**src/rtl/shift_right_iter.sv**
```systemverilog
// Multi-cycle right shifter: one power-of-two stage per clock, fixed latency S+1.
// Define SHIFT_RIGHT_ARITH_EN to add the ARITH port and sign-fill (arithmetic) shifts.
module shift_right_iter #(
    parameter int Nbits = 4
) (
    input  logic             CLK,
    input  logic             RST,
    input  logic             START,
    input  logic [Nbits-1:0] A,
    input  logic [Nbits-1:0] B,
`ifdef SHIFT_RIGHT_ARITH_EN
    input  logic             ARITH,
`endif
    output logic             BUSY,
    output logic             DONE,
    output logic [Nbits-1:0] OUT
);

    localparam int S  = $clog2(Nbits);
    localparam int KW = (S > 1) ? $clog2(S) : 1;
    localparam logic [Nbits-1:0] NB_V = Nbits'(Nbits);

    typedef enum logic [1:0] {
        ST_IDLE,
        ST_SHIFT,
        ST_DONE
    } state_t;

    state_t           state_q, state_d;
    logic [Nbits-1:0] acc_q, acc_d;
    logic [Nbits-1:0] out_q, out_d;
    logic [S-1:0]     b_q, b_d;
    logic [KW-1:0]    k_q, k_d;
    logic             f_q, f_d;
    logic             busy_q, busy_d;
    logic             done_q, done_d;
    logic             fill_in;

    // Shift right by 2^k, filling the vacated MSBs with f.
    function automatic logic [Nbits-1:0] stage_shift(
        input logic [Nbits-1:0] v,
        input logic [KW-1:0]    k,
        input logic             f
    );
        logic [Nbits-1:0] ones;
        logic [Nbits-1:0] fill_mask;
        int unsigned      amt;
        ones      = '1;
        amt       = 32'd1 << k;
        fill_mask = ~(ones >> amt);
        return (v >> amt) | (f ? fill_mask : '0);
    endfunction

`ifdef SHIFT_RIGHT_ARITH_EN
    assign fill_in = ARITH & A[Nbits-1];
`else
    assign fill_in = 1'b0;
`endif

    always_comb begin
        state_d = state_q;
        acc_d   = acc_q;
        out_d   = out_q;
        b_d     = b_q;
        k_d     = k_q;
        f_d     = f_q;
        busy_d  = (state_q == ST_SHIFT);
        done_d  = (state_q == ST_DONE);
        case (state_q)
            ST_IDLE: begin
                if (START) begin
                    b_d     = B[S-1:0];
                    f_d     = fill_in;
                    // Oversized amounts saturate to all-fill; the stages then leave it unchanged.
                    acc_d   = (B >= NB_V) ? {Nbits{fill_in}} : A;
                    k_d     = '0;
                    state_d = ST_SHIFT;
                end
            end
            ST_SHIFT: begin
                if (b_q[k_q]) begin
                    acc_d = stage_shift(acc_q, k_q, f_q);
                end
                if (k_q == KW'(S - 1)) begin
                    k_d     = '0;
                    state_d = ST_DONE;
                end else begin
                    k_d = k_q + KW'(1);
                end
            end
            ST_DONE: begin
                out_d   = acc_q;
                state_d = ST_IDLE;
            end
            default: state_d = ST_IDLE;
        endcase
    end

    always_ff @(posedge CLK or posedge RST) begin
        if (RST) begin
            state_q <= ST_IDLE;
            acc_q   <= '0;
            out_q   <= '0;
            b_q     <= '0;
            k_q     <= '0;
            f_q     <= 1'b0;
            busy_q  <= 1'b0;
            done_q  <= 1'b0;
        end else begin
            state_q <= state_d;
            acc_q   <= acc_d;
            out_q   <= out_d;
            b_q     <= b_d;
            k_q     <= k_d;
            f_q     <= f_d;
            busy_q  <= busy_d;
            done_q  <= done_d;
        end
    end

    assign BUSY = busy_q;
    assign DONE = done_q;
    assign OUT  = out_q;

endmodule

```
**config.mk**
```make
export PLATFORM = sky130hd
export DESIGN_NAME = shift_right_iter
export DESIGN_NICKNAME = d
export VERILOG_FILES = /design/src/rtl/shift_right_iter.sv
export SDC_FILE = /design/constraint.sdc
export NUM_CORES = 1
export LEC_CHECK = 0
export ABC_AREA = 1
export CAP_MARGIN = 20
export CORE_MARGIN = 1
export CORE_UTILIZATION = 41
export CTS_CLUSTER_DIAMETER = 30
export CTS_CLUSTER_SIZE = 24
export DETAILED_ROUTE_END_ITERATION = 16
export PLACE_DENSITY_LB_ADDON = 0.1
export SYNTH_ARGS = -nofsm -noshare
export SYNTH_HDL_FRONTEND = slang
export SYNTH_SLANG_ARGS = --single-unit
```
**constraint.sdc**
```tcl
create_clock -name CLK -period 0.85 [get_ports CLK]
set_input_delay 0.17 -clock CLK [delete_from_list [all_inputs] [get_ports CLK]]
set_output_delay 0.17 -clock CLK [all_outputs]
set_load 0.03 [all_outputs]
```
==> results of run 1 <==
synthesized netlist by cell type:
cell type,number
a21oi_1,2
buf_6,1
dfrtp_1,15
inv_1,6
inv_2,2
nand2_1,37
nand2_2,2
nand3_1,8
nand3_2,2
nor2_1,6
nor2_4,1
o21ai_0,1
through the flow:
stage	power [uW]	worst slack (ns)	std cells
CTS	3460	-0.1797	127
detailed placement	2725	-0.3508	120
global route	4075	-0.3084	134
floorplan	2171	-0.07841	83
finish	3785	-0.2195	134
global placement	2711	-0.3268	120
power by group:
part / internal [uW] / switching, uW
logic: 1010 / 1120
clock network: 175 / 244
registers: 1010 / 224
worst min-delay path by stage:
stage,from,to,depth (start not counted)
after floorplan,RST,BUSY,1
after global placement,OUT[2],OUT[2],2
after detailed placement,OUT[1],OUT[1],2
after CTS,RST,OUT[3],3
after global routing,RST,acc_q[0],3
final,RST,b_q[1],3
area by class of cell:
cell class,count,area (sq um),area share (%)
Sequential cell,15,376.6,35.45
Tap cell,16,20.02,1.885
Clock buffer,3,22.52,2.120
Timing Repair Buffer,31,300.3,28.27
Inverter,8,30.03,2.827
Multi-Input combinational cell,60,307.8,28.98
Clock inverter,1,5.005,0.4711
worst register-to-register path, delay by kind of cell, from the launching register on:
family / cells / cell delay [ns]
flops: 1 / 0.40
simple gates: 5 / 0.39
buf+inv: 2 / 0.22
flip-flops by register name (all words and copies together) (netlist names):
register	count
DONE	1
OUT	4
k_q	1
b_q	2
state_q	2
BUSY	1
acc_q	4
cells in the final DEF (no fill, tap or decap):
master / instances
a21oi_1: 2
buf_12: 1
buf_4: 12
buf_6: 8
clkbuf_4: 3
clkdlybuf4s50_1: 10
clkinv_2: 1
dfrtp_1: 14
dfrtp_2: 1
inv_1: 4
inv_2: 4
nand2_1: 35
nand2_2: 3
nand2_4: 1
nand3_1: 7
nand3_2: 1
nand3_4: 3
nor2_1: 6
nor2_4: 1
o21ai_0: 1
metal layers:
layer  part of all wire (%)  vias to the layer above
met3                    3.3                        4
met2                     49                       16
met4                    1.5                        0
li1                       -                      327
met5                      0                        -
met1                     47                      288
what timing repair did:
action                                  4_1_cts  5_1_grt
setup buffers                                 3        7
pin swaps                                     2        2
cloned                                        0        1
endpoints found under the setup margin       19       21
resized for setup                            13        6
cells by family (layout without fill, tap and decap cells):
logic type | Yosys count | in the layout | share of synthesized area (%)
AOI/OAI and AO/OA | 3 | 3 | 2.217
buffers and inverters | 9 | 43 | 6.100
DFF | 15 | 15 | 55.45
and+or+nand+nor | 56 | 57 | 36.23
==> qor.txt, run 1 <==
Status = complete, but fails checks
Failing checks = negative setup slack
Worst setup margin = -0.2195 ns
Placed cell areas = 888.4 sq um
Crit path buffers/inverters = 2
Seq cells post-synth = 15
Vias in the first global route = 560
Critical Path Most Common Cell = nand2_1
Synth top area share = 55.45%
Worst-Margin Slew = 0.2369 ns
Critical path depth = 7
Post-layout min period = 1.069 ns
Clock transition at path regs = 0.10 ns
CP Capture Type = flop
Met1 usage = 25.76%
Reg2Reg Launch Point = state_q[0]
Fin area = 1062 sq um
CP Launch Point = state_q[0]
Max Clock Skew = 0.003705 ns
CTS tree = built
Core Rows = 14
WP data required = 1.08 ns
PwrDens = 3563 nW/um^2
Core Region = 1524 sq um
Port Buffers = 16
Longest Clk Path Bufs = 2
Residual DRC = 0
GR Layer Usage met3 = 3.879%
Count of final setup violators = 20
Largest net degree at the start of global routing = 16
Worst endpoint data arrival time = 1.30 ns
Routed vias = 635
Routed wire length = 1462 um
DRT iter0 DRCs = 9
Synth-to-Final Area Change = 56.93%
Total CTS buffers = 3
Htree depth = 1
Slew Viols, Final = 0
Synth Area per Inst = 8.155 sq um
Syn Inst Count = 83
CP startpoint kind = flop
Post-Syn Area = 676.9 sq um
All-Layer GR Usage = 18.06%
CP max stage cell = dfrtp_1
Min Hold Slack = 0.1822 ns
Initial antenna violation count = 0
Net Count, Synth = 94
RR Endpoint = acc_q[0]
Unrepaired setup endpoints after global routing = true
HPWL after DPL = 925.9 um
Die area = 1817 sq um
Nets = 130
Pleak = 0.0005686 uW
Layout cells sized above 1 = 33.05%
Max VDD drop = 1.979 mV
Crit path cell chain = inv_2 -> nor2_4 -> buf_6 -> nand2_1 -> nand2_1 -> nand2_1 -> nand2_1
Maximum clock frequency = 0.9350 GHz
Total grt overflow = 0
RePlAce Congestion = 0.8460
First-pass GRT wire length = 2421 um
Cts hold-fix bufs = 0
Synth top area cells = dfrtp_1, nand2_1, nand3_1
Total of max-cap violations = 0
Crit Path Max Fanout = 6
DR vias/cell = 4.739
Routed len/inst = 10.91 um
Setup slack, reg-to-reg = -0.22 ns
Clock Latency Late Sink = 0.29 ns
I/O pins = 17
Yosys cell types = 12
Clock sinks = 15
Hold Path Class = in2async
GRT busiest layer = met1
Die height = 42.63 um
Starting density of the core = 44.42%
First-pass iteration count of the detailed router = 4
Post-synthesis sequential area ratio = 55.45%
Antenna cells = 0
R2R depth = 7
TNS Setup = -3.055 ns
Post-DRT Antenna Nets = 0
Crit-path leading delay family = flip-flops
Setup CP Type = reg2reg
Area leader, netlist = dfrtp_1
Final core utilization = 69.70%
Synth warn = 0
CTS root buf = clkbuf_4
Max incr delay on CP = 0.40 ns
M2 GR Usage = 25.45%
Critical Path End = acc_q[0]
Slew Limit Headroom = 84.17%
Fillers = 127
Final hold violation count = 0
Die width = 42.63 um
Tcrit/Tclk final = 125.8%
No activity file was read; power rests on OpenSTA's default activity.
==> run 2: changes to the inputs <==
--- a/config.mk
+++ b/config.mk
@@ -7,11 +7,12 @@
 export LEC_CHECK = 0
 export ABC_AREA = 1
 export CAP_MARGIN = 20
-export CORE_MARGIN = 1
+export CORE_MARGIN = 2
 export CORE_UTILIZATION = 41
 export CTS_CLUSTER_DIAMETER = 30
 export CTS_CLUSTER_SIZE = 24
 export DETAILED_ROUTE_END_ITERATION = 16
+export HOLD_SLACK_MARGIN = 0.12
 export PLACE_DENSITY_LB_ADDON = 0.1
 export SYNTH_ARGS = -nofsm -noshare
 export SYNTH_HDL_FRONTEND = slang
==> qor.txt, run 2 (synthesis gave the netlist of run 1 again) <==
RR Endpoint = acc_q[0]
Residual DRC = 0
Post-DRT Antenna Nets = 0
RePlAce Congestion = 0.8404
Worst setup margin = -0.2035 ns
R2R depth = 7
Total CTS buffers = 3
CTS root buf = clkbuf_4
Die height = 44.63 um
Total of max-cap violations = 0
CP max stage cell = dfrtp_1
All-Layer GR Usage = 16.35%
Total grt overflow = 0
CP startpoint kind = flop
Reg2Reg Launch Point = state_q[0]
Footprint of the multi-input gates = 285.3 sq um
Setup CP Type = reg2reg
I/O pins = 17
Largest net degree at the start of global routing = 16
Htree depth = 1
Fillers = 130
Worst-Margin Slew = 0.2346 ns
Hold Path Class = in2async
Post-layout min period = 1.053 ns
Longest Clk Path Bufs = 2
Core Rows = 14
Slew Limit Headroom = 84.30%
Cts hold-fix bufs = 0
Die area = 1992 sq um
Routed len/inst = 10.34 um
Routed wire length = 1355 um
Max Clock Skew = 0.001068 ns
First-pass iteration count of the detailed router = 4
PwrDens = 3498 nW/um^2
FF/Latch Area = 376.6 sq um
Max incr delay on CP = 0.41 ns
Initial antenna violation count = 0
Clock transition at path regs = 0.09 ns
Starting density of the core = 44.42%
Failing checks = negative setup slack
Placed insts = 120
Placed cell areas = 888.4 sq um
Port Buffers = 16
Slew Viols, Final = 0
DR vias/cell = 4.779
Core Region = 1524 sq um
Nets = 127
Tcrit/Tclk final = 123.9%
Clock Latency Late Sink = 0.28 ns
Unrepaired setup endpoints after global routing = true
Most frequent cells in the layout = nand2_1, dfrtp_1, buf_4
TNS Setup = -2.740 ns
Critical Path Most Common Cell = nand2_1
Final hold violation count = 0
Die width = 44.63 um
Synth-to-Final Area Change = 50.28%
Setup slack, reg-to-reg = -0.20 ns
Layout cells sized above 1 = 30.43%
Vias in the first global route = 596
Antenna cells = 0
Most common cell after layout, fill and taps aside = nand2_1
Max VDD drop = 1.654 mV
Pleak = 0.0005496 uW
Status = complete, but fails checks
WP data required = 1.03 ns
First-pass GRT wire length = 2380 um
Count of final setup violators = 20
Fin area = 1017 sq um
Cell Count, Final, Fillers Out = 131
CP Capture Type = flop
CTS tree = built
HPWL after DPL = 946.1 um
Crit path cell chain = inv_2 -> nor2_4 -> buf_4 -> nand2_1 -> nand2_1 -> nand2_1 -> nand2_1
Routed vias = 626
Worst endpoint data arrival time = 1.23 ns
Crit Path Max Fanout = 5
Maximum clock frequency = 0.9492 GHz
DRT iter0 DRCs = 15
Clock sinks = 15
run 2: changes by cell type in the layout (fill, tap and decap cells not counted), sizes merged:
cell,previous run,this run
buf,21,19
nand3,11,10
run 2: cell type report:
type,instances,share of cell area [%]
Clock inverter,1,0.4920
Tap cell,16,1.968
Multi-Input combinational cell,59,28.04
Clock buffer,3,2.214
Inverter,8,2.952
Timing Repair Buffer,29,27.31
Sequential cell,15,37.02
run 2: per-stage QoR:
step | util [%] | power (uW) | setup WS [ns] | hold WS [ns]
after global routing | 66.75 | 3827 | -0.2506 | 0.2163
after global placement | 58.29 | 2713 | -0.3282 | 0.4645
final | 66.75 | 3558 | -0.2035 | 0.1984
after CTS | 64.78 | 3407 | -0.1785 | 0.2002
after detailed placement | 58.29 | 2725 | -0.3534 | 0.4674
after floorplan | - | 2171 | -0.07841 | 0.07148
run 2: timing repair:
item | CTS | global route
buffers inserted | 5 | 2
resized for setup | 9 | 5
endpoints found under the setup margin | 20 | 21
pin swaps | 1 | 2
run 2: where the power goes:
group	switching [uW]	internal (uW)	leakage (uW)
combinational	1030	895	0.000339
sequential	219	1010	0.000193
clock	228	174	0.0000177
total	1470	2080	0.000550
run 2: critical path: cells and delay by family (launching register included):
kind / cells / cell delay, ns
flops: 1 / 0.41
buf+inv: 2 / 0.26
simple gates: 5 / 0.29
run 2: how the worst max path moves through the flow:
stage | from | end | slack [ns] | cells after the start
floorplan | state_q[1] | b_q[0] | -0.08 | 5
global placement | START | acc_q[2] | -0.33 | 5
detailed placement | START | acc_q[0] | -0.35 | 5
CTS | state_q[1] | acc_q[0] | -0.18 | 5
global route | state_q[0] | acc_q[1] | -0.25 | 7
finish | state_q[0] | acc_q[0] | -0.20 | 7
run 2: per-layer routing:
layer	up-vias	routed length (um)	GRT usage (%)
li1	325	-	-
met1	279	665	22.14
met2	18	609	24.93
met3	4	60	3.673
met4	0	19	7.273
met5	-	0	0
